File: config.mk
export PLATFORM = sky130hd
export DESIGN_NAME = fetch_decode_unit_flat
export DESIGN_NICKNAME = d
export VERILOG_FILES = /design/src/rtl/cpu_pkg.sv /design/src/rtl/fetch_decode_unit_if.sv /design/src/rtl/instr_decoder.sv /design/src/rtl/fetch_decode_unit.sv /design/src/flat_wrapper.sv
export SDC_FILE = /design/constraint.sdc
export NUM_CORES = 1
export LEC_CHECK = 0
export CAP_MARGIN = 20
export CORE_ASPECT_RATIO = 1.4
export CORE_MARGIN = 3
export CORE_UTILIZATION = 40
export CTS_BUF_LIST = sky130_fd_sc_hd__clkbuf_8
export CTS_CLUSTER_SIZE = 40
export DETAILED_ROUTE_END_ITERATION = 12
export PLACE_DENSITY_LB_ADDON = 0.1
export SLEW_MARGIN = 25
export SYNTH_ARGS = -nofsm -noshare
export SYNTH_HDL_FRONTEND = slang
export SYNTH_SLANG_ARGS = --single-unit
File: constraint.sdc
create_clock -name clk -period 2.1 [get_ports clk]
set_input_delay 0.63 -clock clk [delete_from_list [all_inputs] [get_ports clk]]
set_output_delay 0.63 -clock clk [all_outputs]
set_load 0.1 [all_outputs]
File: src/rtl/cpu_pkg.sv
// Shared types and constants for the fetch/decode front end: FSM encoding,
// opcode and nsel constants, instruction field positions, decoded-field struct.
package cpu_pkg;

  typedef enum logic [2:0] {
    ST_IDLE   = 3'd0,
    ST_FETCH  = 3'd1,
    ST_DECODE = 3'd2,
    ST_ISSUE  = 3'd3,
    ST_EXEC   = 3'd4,
    ST_HALT   = 3'd5
  } state_e;

  localparam logic [2:0] OPC_ALU = 3'b101;
  localparam logic [2:0] OPC_MOV = 3'b110;

  localparam logic [2:0] NSEL_RN = 3'b100;
  localparam logic [2:0] NSEL_RD = 3'b010;
  localparam logic [2:0] NSEL_RM = 3'b001;

  localparam int OPC_MSB  = 15;
  localparam int OPC_LSB  = 13;
  localparam int OP_MSB   = 12;
  localparam int OP_LSB   = 11;
  localparam int RN_MSB   = 10;
  localparam int RN_LSB   = 8;
  localparam int RD_MSB   = 7;
  localparam int RD_LSB   = 5;
  localparam int SH_MSB   = 4;
  localparam int SH_LSB   = 3;
  localparam int RM_MSB   = 2;
  localparam int RM_LSB   = 0;
  localparam int IMM5_MSB = 4;
  localparam int IMM8_MSB = 7;

  typedef struct packed {
    logic [2:0]  opcode;
    logic [1:0]  op;
    logic [1:0]  shift;
    logic [15:0] sximm5;
    logic [15:0] sximm8;
    logic [2:0]  rnum;
    logic        illegal;
  } dec_t;

  // ALU accepts every op; MOV only the even op codes (00, 10).
  function automatic logic is_legal(input logic [2:0] opc, input logic [1:0] op);
    return (opc == OPC_ALU) || ((opc == OPC_MOV) && !op[0]);
  endfunction

endpackage

File: src/rtl/fetch_decode_unit_if.sv
// Instruction-memory read port: request/address out, data/ready back.
interface fetch_decode_unit_if #(
  parameter int ADDR_W = 8
);
  logic              mem_req;
  logic [ADDR_W-1:0] mem_addr;
  logic [15:0]       mem_rdata;
  logic              mem_ready;

  modport master (output mem_req, mem_addr, input  mem_rdata, mem_ready);
  modport slave  (input  mem_req, mem_addr, output mem_rdata, mem_ready);
endinterface

File: src/rtl/instr_decoder.sv
// Combinational IR decode: fields, sign-extended immediates, nsel register
// mux and the illegal-instruction flag.
module instr_decoder
  import cpu_pkg::*;
(
  input  logic [15:0] ir,
  input  logic [2:0]  nsel,
  output dec_t        dec
);

  always_comb begin
    dec        = '0;
    dec.opcode = ir[OPC_MSB:OPC_LSB];
    dec.op     = ir[OP_MSB:OP_LSB];
    dec.shift  = ir[SH_MSB:SH_LSB];
    dec.sximm5 = {{11{ir[IMM5_MSB]}}, ir[IMM5_MSB:0]};
    dec.sximm8 = {{8{ir[IMM8_MSB]}}, ir[IMM8_MSB:0]};
    // Non-one-hot selects read as register 0 rather than OR-ing fields.
    case (nsel)
      NSEL_RN: dec.rnum = ir[RN_MSB:RN_LSB];
      NSEL_RD: dec.rnum = ir[RD_MSB:RD_LSB];
      NSEL_RM: dec.rnum = ir[RM_MSB:RM_LSB];
      default: dec.rnum = 3'b000;
    endcase
    dec.illegal = !is_legal(dec.opcode, dec.op);
  end

endmodule

File: src/rtl/fetch_decode_unit.sv
// Fetch/decode front end: fetches into IR, decodes, pulses s, waits on w.
// Optional retired-instruction counter under `FDU_RETIRE_CNT_EN.
module fetch_decode_unit
  import cpu_pkg::*;
#(
  parameter int                ADDR_W   = 8,
  parameter logic [ADDR_W-1:0] RESET_PC = '0
) (
  input  logic              clk,
  input  logic              reset,
  input  logic              run,
  fetch_decode_unit_if.master mem,
  output logic              s,
  input  logic              w,
  output logic [2:0]        opcode,
  output logic [1:0]        op,
  input  logic [2:0]        nsel,
  output logic [2:0]        readnum,
  output logic [2:0]        writenum,
  output logic [1:0]        shift,
  output logic [15:0]       sximm5,
  output logic [15:0]       sximm8,
  output logic [ADDR_W-1:0] pc,
  output logic              halted
`ifdef FDU_RETIRE_CNT_EN
  ,
  output logic [15:0]       retired
`endif
);

  state_e            state_q, state_d;
  logic [ADDR_W-1:0] pc_q, pc_d;
  logic [15:0]       ir_q, ir_d;
  dec_t              dec;
  logic              fetch_done;

  assign fetch_done = (state_q == ST_FETCH) && mem.mem_ready;

  instr_decoder u_dec (
    .ir   (ir_q),
    .nsel (nsel),
    .dec  (dec)
  );

  always_ff @(posedge clk or negedge reset) begin
    if (!reset) state_q <= ST_IDLE;
    else        state_q <= state_d;
  end

  always_comb begin
    state_d = state_q;
    case (state_q)
      ST_IDLE:   if (run) state_d = ST_FETCH;
      ST_FETCH:  if (mem.mem_ready) state_d = ST_DECODE;
      ST_DECODE: begin
        if (dec.illegal) state_d = ST_HALT;
        else if (w)      state_d = ST_ISSUE;
      end
      // The controller leaves its wait state on the edge ending ISSUE.
      ST_ISSUE:  state_d = ST_EXEC;
      ST_EXEC:   if (w) state_d = run ? ST_FETCH : ST_IDLE;
      ST_HALT:   state_d = ST_HALT;
      default:   state_d = ST_IDLE;
    endcase
  end

  always_comb begin
    s           = (state_q == ST_ISSUE);
    mem.mem_req = (state_q == ST_FETCH);
    halted      = (state_q == ST_HALT);
  end

  always_comb begin
    pc_d = pc_q;
    ir_d = ir_q;
    if (fetch_done) begin
      pc_d = pc_q + 1'b1;
      ir_d = mem.mem_rdata;
    end
  end

  always_ff @(posedge clk or negedge reset) begin
    if (!reset) begin
      pc_q <= RESET_PC;
      ir_q <= 16'h0000;
    end else begin
      pc_q <= pc_d;
      ir_q <= ir_d;
    end
  end

  assign mem.mem_addr = pc_q;
  assign pc           = pc_q;
  assign opcode       = dec.opcode;
  assign op           = dec.op;
  assign shift        = dec.shift;
  assign sximm5       = dec.sximm5;
  assign sximm8       = dec.sximm8;
  assign readnum      = dec.rnum;
  assign writenum     = dec.rnum;

`ifdef FDU_RETIRE_CNT_EN
  logic [15:0] retired_q, retired_d;

  always_comb begin
    retired_d = retired_q;
    if ((state_q == ST_EXEC) && w) retired_d = retired_q + 16'd1;
  end

  always_ff @(posedge clk or negedge reset) begin
    if (!reset) retired_q <= 16'd0;
    else        retired_q <= retired_d;
  end

  assign retired = retired_q;
`endif

endmodule

File: src/flat_wrapper.sv
// flat-port wrapper written by rule: the top's interface ports become plain ports
module fetch_decode_unit_flat import cpu_pkg::*;
#(
  parameter int                ADDR_W   = 8,
  parameter logic [ADDR_W-1:0] RESET_PC = '0
)
  (clk, reset, run, s, w, opcode, op, nsel, readnum, writenum, shift, sximm5, sximm8, pc, halted, mem_mem_req, mem_mem_addr, mem_mem_rdata, mem_mem_ready);
  fetch_decode_unit_if #(.ADDR_W(ADDR_W)) mem_i ();
  input  logic clk;
  input  logic reset;
  input  logic run;
  output logic s;
  input  logic w;
  output logic [2:0] opcode;
  output logic [1:0] op;
  input  logic [2:0] nsel;
  output logic [2:0] readnum;
  output logic [2:0] writenum;
  output logic [1:0] shift;
  output logic [15:0] sximm5;
  output logic [15:0] sximm8;
  output logic [ADDR_W-1:0] pc;
  output logic halted;
  output wire logic [$bits(mem_i.mem_req)-1:0] mem_mem_req;
  output wire logic [$bits(mem_i.mem_addr)-1:0] mem_mem_addr;
  input wire logic [$bits(mem_i.mem_rdata)-1:0] mem_mem_rdata;
  input wire logic [$bits(mem_i.mem_ready)-1:0] mem_mem_ready;
  assign mem_mem_req = mem_i.mem_req;
  assign mem_mem_addr = mem_i.mem_addr;
  assign mem_i.mem_rdata = mem_mem_rdata;
  assign mem_i.mem_ready = mem_mem_ready;
  fetch_decode_unit #(.ADDR_W(ADDR_W), .RESET_PC(RESET_PC)) u_core (.clk(clk), .reset(reset), .run(run), .mem(mem_i), .s(s), .w(w), .opcode(opcode), .op(op), .nsel(nsel), .readnum(readnum), .writenum(writenum), .shift(shift), .sximm5(sximm5), .sximm8(sximm8), .pc(pc), .halted(halted));
endmodule
==> impl_results.rst <==
.. list-table::
   :header-rows: 1

   * - Metric
     - Value
   * - Unrepaired setup endpoints after global routing
     - yes
   * - ANT cells
     - 0
   * - Final Routed Wirelength
     - 4027 um
   * - Number of library cell types mapped by synthesis
     - 26
   * - Num Clock Sinks
     - 27
   * - Max stage delay cell, worst path
     - sky130_fd_sc_hd__o21ai_4
   * - Initial antenna violation count
     - 0
   * - Std cell rows
     - 26
   * - Hold Violations, Final
     - 0
   * - Max-cap check violation count
     - 0
   * - Number of buffer and inverter instances along the worst setup path
     - 3
   * - Worst-path maximum fanout
     - 3
   * - Startpoint of the worst hold path
     - u_core.ir_q[4]
   * - Min Clock Period, post-route
     - 2.158 ns
   * - Die width
     - 59.54 um
   * - Number of nets in the final layout
     - roughly 220
   * - Fraction of final layout cells sized beyond drive strength 1
     - 58.03%
   * - Path category of the worst min-delay check
     - reg2reg
   * - Wire length per cell after detailed routing
     - 17.14 um
   * - Number of routed nets with antenna violations
     - 0
   * - Total Routing Usage GR
     - 17.51%
   * - First-pass GRT wire length
     - approximately 6400 um
   * - Least-Margin Pin Slew
     - between 0.4 and 0.5 ns
   * - Via count of the first global-routing pass
     - 1291
   * - Cell Count Post-Placement
     - 231
   * - Filler-free cell count of the finished design
     - ~240
   * - First-pass detailed-route iteration total
     - 4
   * - Max H-tree Level
     - 1
   * - Period utilisation layout
     - 102.8%
   * - Worst reg2reg endpoint
     - u_core.mem.mem_addr[6]
   * - Net count after synthesis
     - 173
   * - Vias
     - 1168
   * - Area of the die
     - 4820 um^2
   * - Quantity of hold-fixing buffers added after cts
     - 0
   * - Reg2reg setup slack
     - 0.40 ns
   * - Final estimated routing congestion in global placement
     - 0.8344
   * - Sequential fraction of the synthesis area
     - 42.09%
   * - Final Max Tran Viols
     - 0
   * - Area growth from synthesis to layout
     - 85.97%
   * - Clock Pin Slew Worst Setup and Hold Paths
     - around 0.09 ns
   * - Total number of yosys warnings
     - 0
   * - Sort of element at the end of the critical path
     - primary output
   * - Cell count of the worst reg-to-reg path
     - 5
   * - Post-DR vias/cell
     - 4.970
   * - Category of the most critical setup path
     - in2out
   * - Top cells by area in the synthesized netlist
     - sky130_fd_sc_hd__dfrtp_1, sky130_fd_sc_hd__buf_4, sky130_fd_sc_hd__mux2_2
   * - Area fraction of the dominant cell type after synthesis
     - between 40% and 50%
   * - Post-CTS setup-driven buffer insertion count
     - 0
   * - Pin count of the biggest net entering global routing
     - 28
   * - Final-report setup violation count
     - 6
   * - Core box area
     - 3741 um^2
   * - Post-synthesis cell type with the largest combined area
     - sky130_fd_sc_hd__dfrtp_1
   * - Port buffer count
     - between 80 and 90
   * - Worst clock skew
     - approximately 0.005 ns
   * - Critical path's top delay family
     - buffers and inverters
   * - Critical Path RT
     - 1.47 ns
   * - Die outline height
     - between 80 and 90 um
   * - Largest incremental delay on the critical path
     - 0.24 ns
   * - Depth of the worst hold-timing path
     - 1
   * - Synthesized area per cell
     - 10.85 um^2
   * - Count of unresolved DRC violations after routing
     - 0
   * - Synth Instances
     - 148
   * - Netlist Area Pre-Place
     - 1605 um^2
   * - Launching element of the worst setup path
     - nsel[2]
   * - Number of synthesized register bits
     - 27
   * - Worst max-slew margin expressed relative to the limit
     - 71.81%
   * - Number of buffers created by CTS
     - 3
   * - Hold Crit Endpoint
     - u_core.ir_q[4]
   * - Final HPWL from detailed placement
     - 3388 um
   * - Type of element launching the critical path
     - input pin
   * - Violations in the final reports
     - negative setup slack
   * - CP cell instances
     - buf_8, buf_6, nor2b_4, a22oi_2, o21ai_4, buf_12
   * - Setup slack of the critical path after layout
     - -0.05827 ns
   * - Post-layout utilization of the core
     - 79.80%
   * - CTS tree
     - yes
   * - Global route total overflow
     - 0
   * - Root cell of the clock tree
     - sky130_fd_sc_hd__clkbuf_8
   * - Crit Reg-Reg Startpoint
     - u_core.state_q[1]
   * - Top-level I/O count
     - 88
   * - Number of DRC markers after the initial detailed-route iteration
     - 12
   * - Hold slack
     - around 0.52 ns
   * - CTS max path bufs
     - 2
   * - Run status
     - complete, but fails checks
   * - Clk_lat worst skew
     - around 0.27 ns
   * - Achievable Freq
     - 463.3 MHz
   * - Data arrival time at the worst-slack endpoint
     - 1.53 ns
   * - Initial core utilization
     - 42.91%
## worst reg2reg max path, cell delays in order, from the launching register on
cell and delay (ns):
sky130_fd_sc_hd__dfrtp_1 0.54, sky130_fd_sc_hd__nor4bb_4 0.35, sky130_fd_sc_hd__buf_4 0.19, sky130_fd_sc_hd__and3_1 0.19, sky130_fd_sc_hd__nand4_1 0.14, sky130_fd_sc_hd__xnor2_1 0.17
## per-stage QoR
step,instance area [um^2],setup slack (ns),setup TNS [ns]
final,2985,-0.05827,-0.2151
after global routing,2985,-0.09211,-0.4482
after CTS,2988,-0.04753,-0.1678
after detailed placement,2915,-0.5147,-5.244
after global placement,2915,-0.4231,-3.546
after floorplan,1729,-0.2890,-0.9656
## cells by family (layout without fill, tap and decap cells)
group	count (synthesis)	after routing	synth area share, %
compound gates	14	14	5.534
xor+xnor	7	7	3.819
fa+ha+maj	1	1	0.7793
buf+inv	58	103	26.66
flops	27	27	42.09
mux	17	17	11.85
simple gates	24	24	9.275
## area by class of cell
class                           count  area, um^2
Clock buffer                        3       41.29
Multi-Input combinational cell     63       606.8
Sequential cell                    27       676.9
Clock inverter                      1       7.507
Timing Repair Buffer               95        1585
Inverter                            4       15.01
Fill cell                         219       755.7
Tap cell                           42       52.55
## layer usage
| metal | GRT usage [%] | share of wire [%] |
|---|---|---|
| met5 | 0 | 0 |
| met4 | 5.987 | 1.9 |
| met3 | 3.657 | 9.1 |
| met2 | 33.59 | 56 |
| met1 | 18.20 | 33 |
## synth_stat cells
| library cell | count |
|---|---|
| sky130_fd_sc_hd__a211oi_1 | 1 |
| sky130_fd_sc_hd__a21oi_1 | 1 |
| sky130_fd_sc_hd__a22oi_1 | 3 |
| sky130_fd_sc_hd__a31o_2 | 1 |
| sky130_fd_sc_hd__and3_1 | 2 |
| sky130_fd_sc_hd__and4_1 | 1 |
| sky130_fd_sc_hd__buf_4 | 52 |
| sky130_fd_sc_hd__buf_6 | 2 |
| sky130_fd_sc_hd__dfrtp_1 | 27 |
| sky130_fd_sc_hd__ha_1 | 1 |
| sky130_fd_sc_hd__inv_1 | 4 |
| sky130_fd_sc_hd__mux2_2 | 16 |
| sky130_fd_sc_hd__mux2i_1 | 1 |
| sky130_fd_sc_hd__nand2_1 | 7 |
| sky130_fd_sc_hd__nand3_1 | 2 |
| sky130_fd_sc_hd__nand4_1 | 3 |
| sky130_fd_sc_hd__nor2_1 | 2 |
| sky130_fd_sc_hd__nor2b_1 | 2 |
| sky130_fd_sc_hd__nor3_1 | 1 |
| sky130_fd_sc_hd__nor3b_1 | 3 |
| sky130_fd_sc_hd__nor4bb_4 | 1 |
| sky130_fd_sc_hd__o21ai_0 | 6 |
| sky130_fd_sc_hd__o22ai_1 | 1 |
| sky130_fd_sc_hd__o311ai_0 | 1 |
| sky130_fd_sc_hd__xnor2_1 | 6 |
| sky130_fd_sc_hd__xor2_1 | 1 |
## registers in the layout, indices dropped and copies added (netlist names)
name / cells
u_core.state_q: 3
u_core.mem.mem_addr: 8
u_core.ir_q: 16
## placed cells by master (no fill, tap or decap), types with 4 or more instances in the layout
master and n:
sky130_fd_sc_hd__buf_12 65, sky130_fd_sc_hd__buf_4 6, sky130_fd_sc_hd__clkdlybuf4s50_1 20, sky130_fd_sc_hd__dfrtp_1 26, sky130_fd_sc_hd__inv_1 4, sky130_fd_sc_hd__mux2_2 16, sky130_fd_sc_hd__nand2_1 4, sky130_fd_sc_hd__xnor2_1 6
## repair_timing
action / in CTS / in global routing
endpoints found under the setup margin: 6 / 7
pin swaps: 7 / 4
gates resized for setup: 20 / 3
hold endpoints to repair: 0 / 0
## worst max-delay path by stage
stage          depth (start not counted)  slack (ns)          end
2_1_floorplan                          4       -0.29  writenum[0]
3_3_place_gp                           5       -0.42   readnum[2]
3_5_place_dp                           5       -0.51  writenum[1]
4_1_cts                                6       -0.05  writenum[1]
5_1_grt                                6       -0.09  writenum[1]
6_report                               6       -0.06  writenum[1]
Power is left out: the tool's default activity adds up to more than one toggle a clock period on the data nets, which glitch-free logic cannot reach.
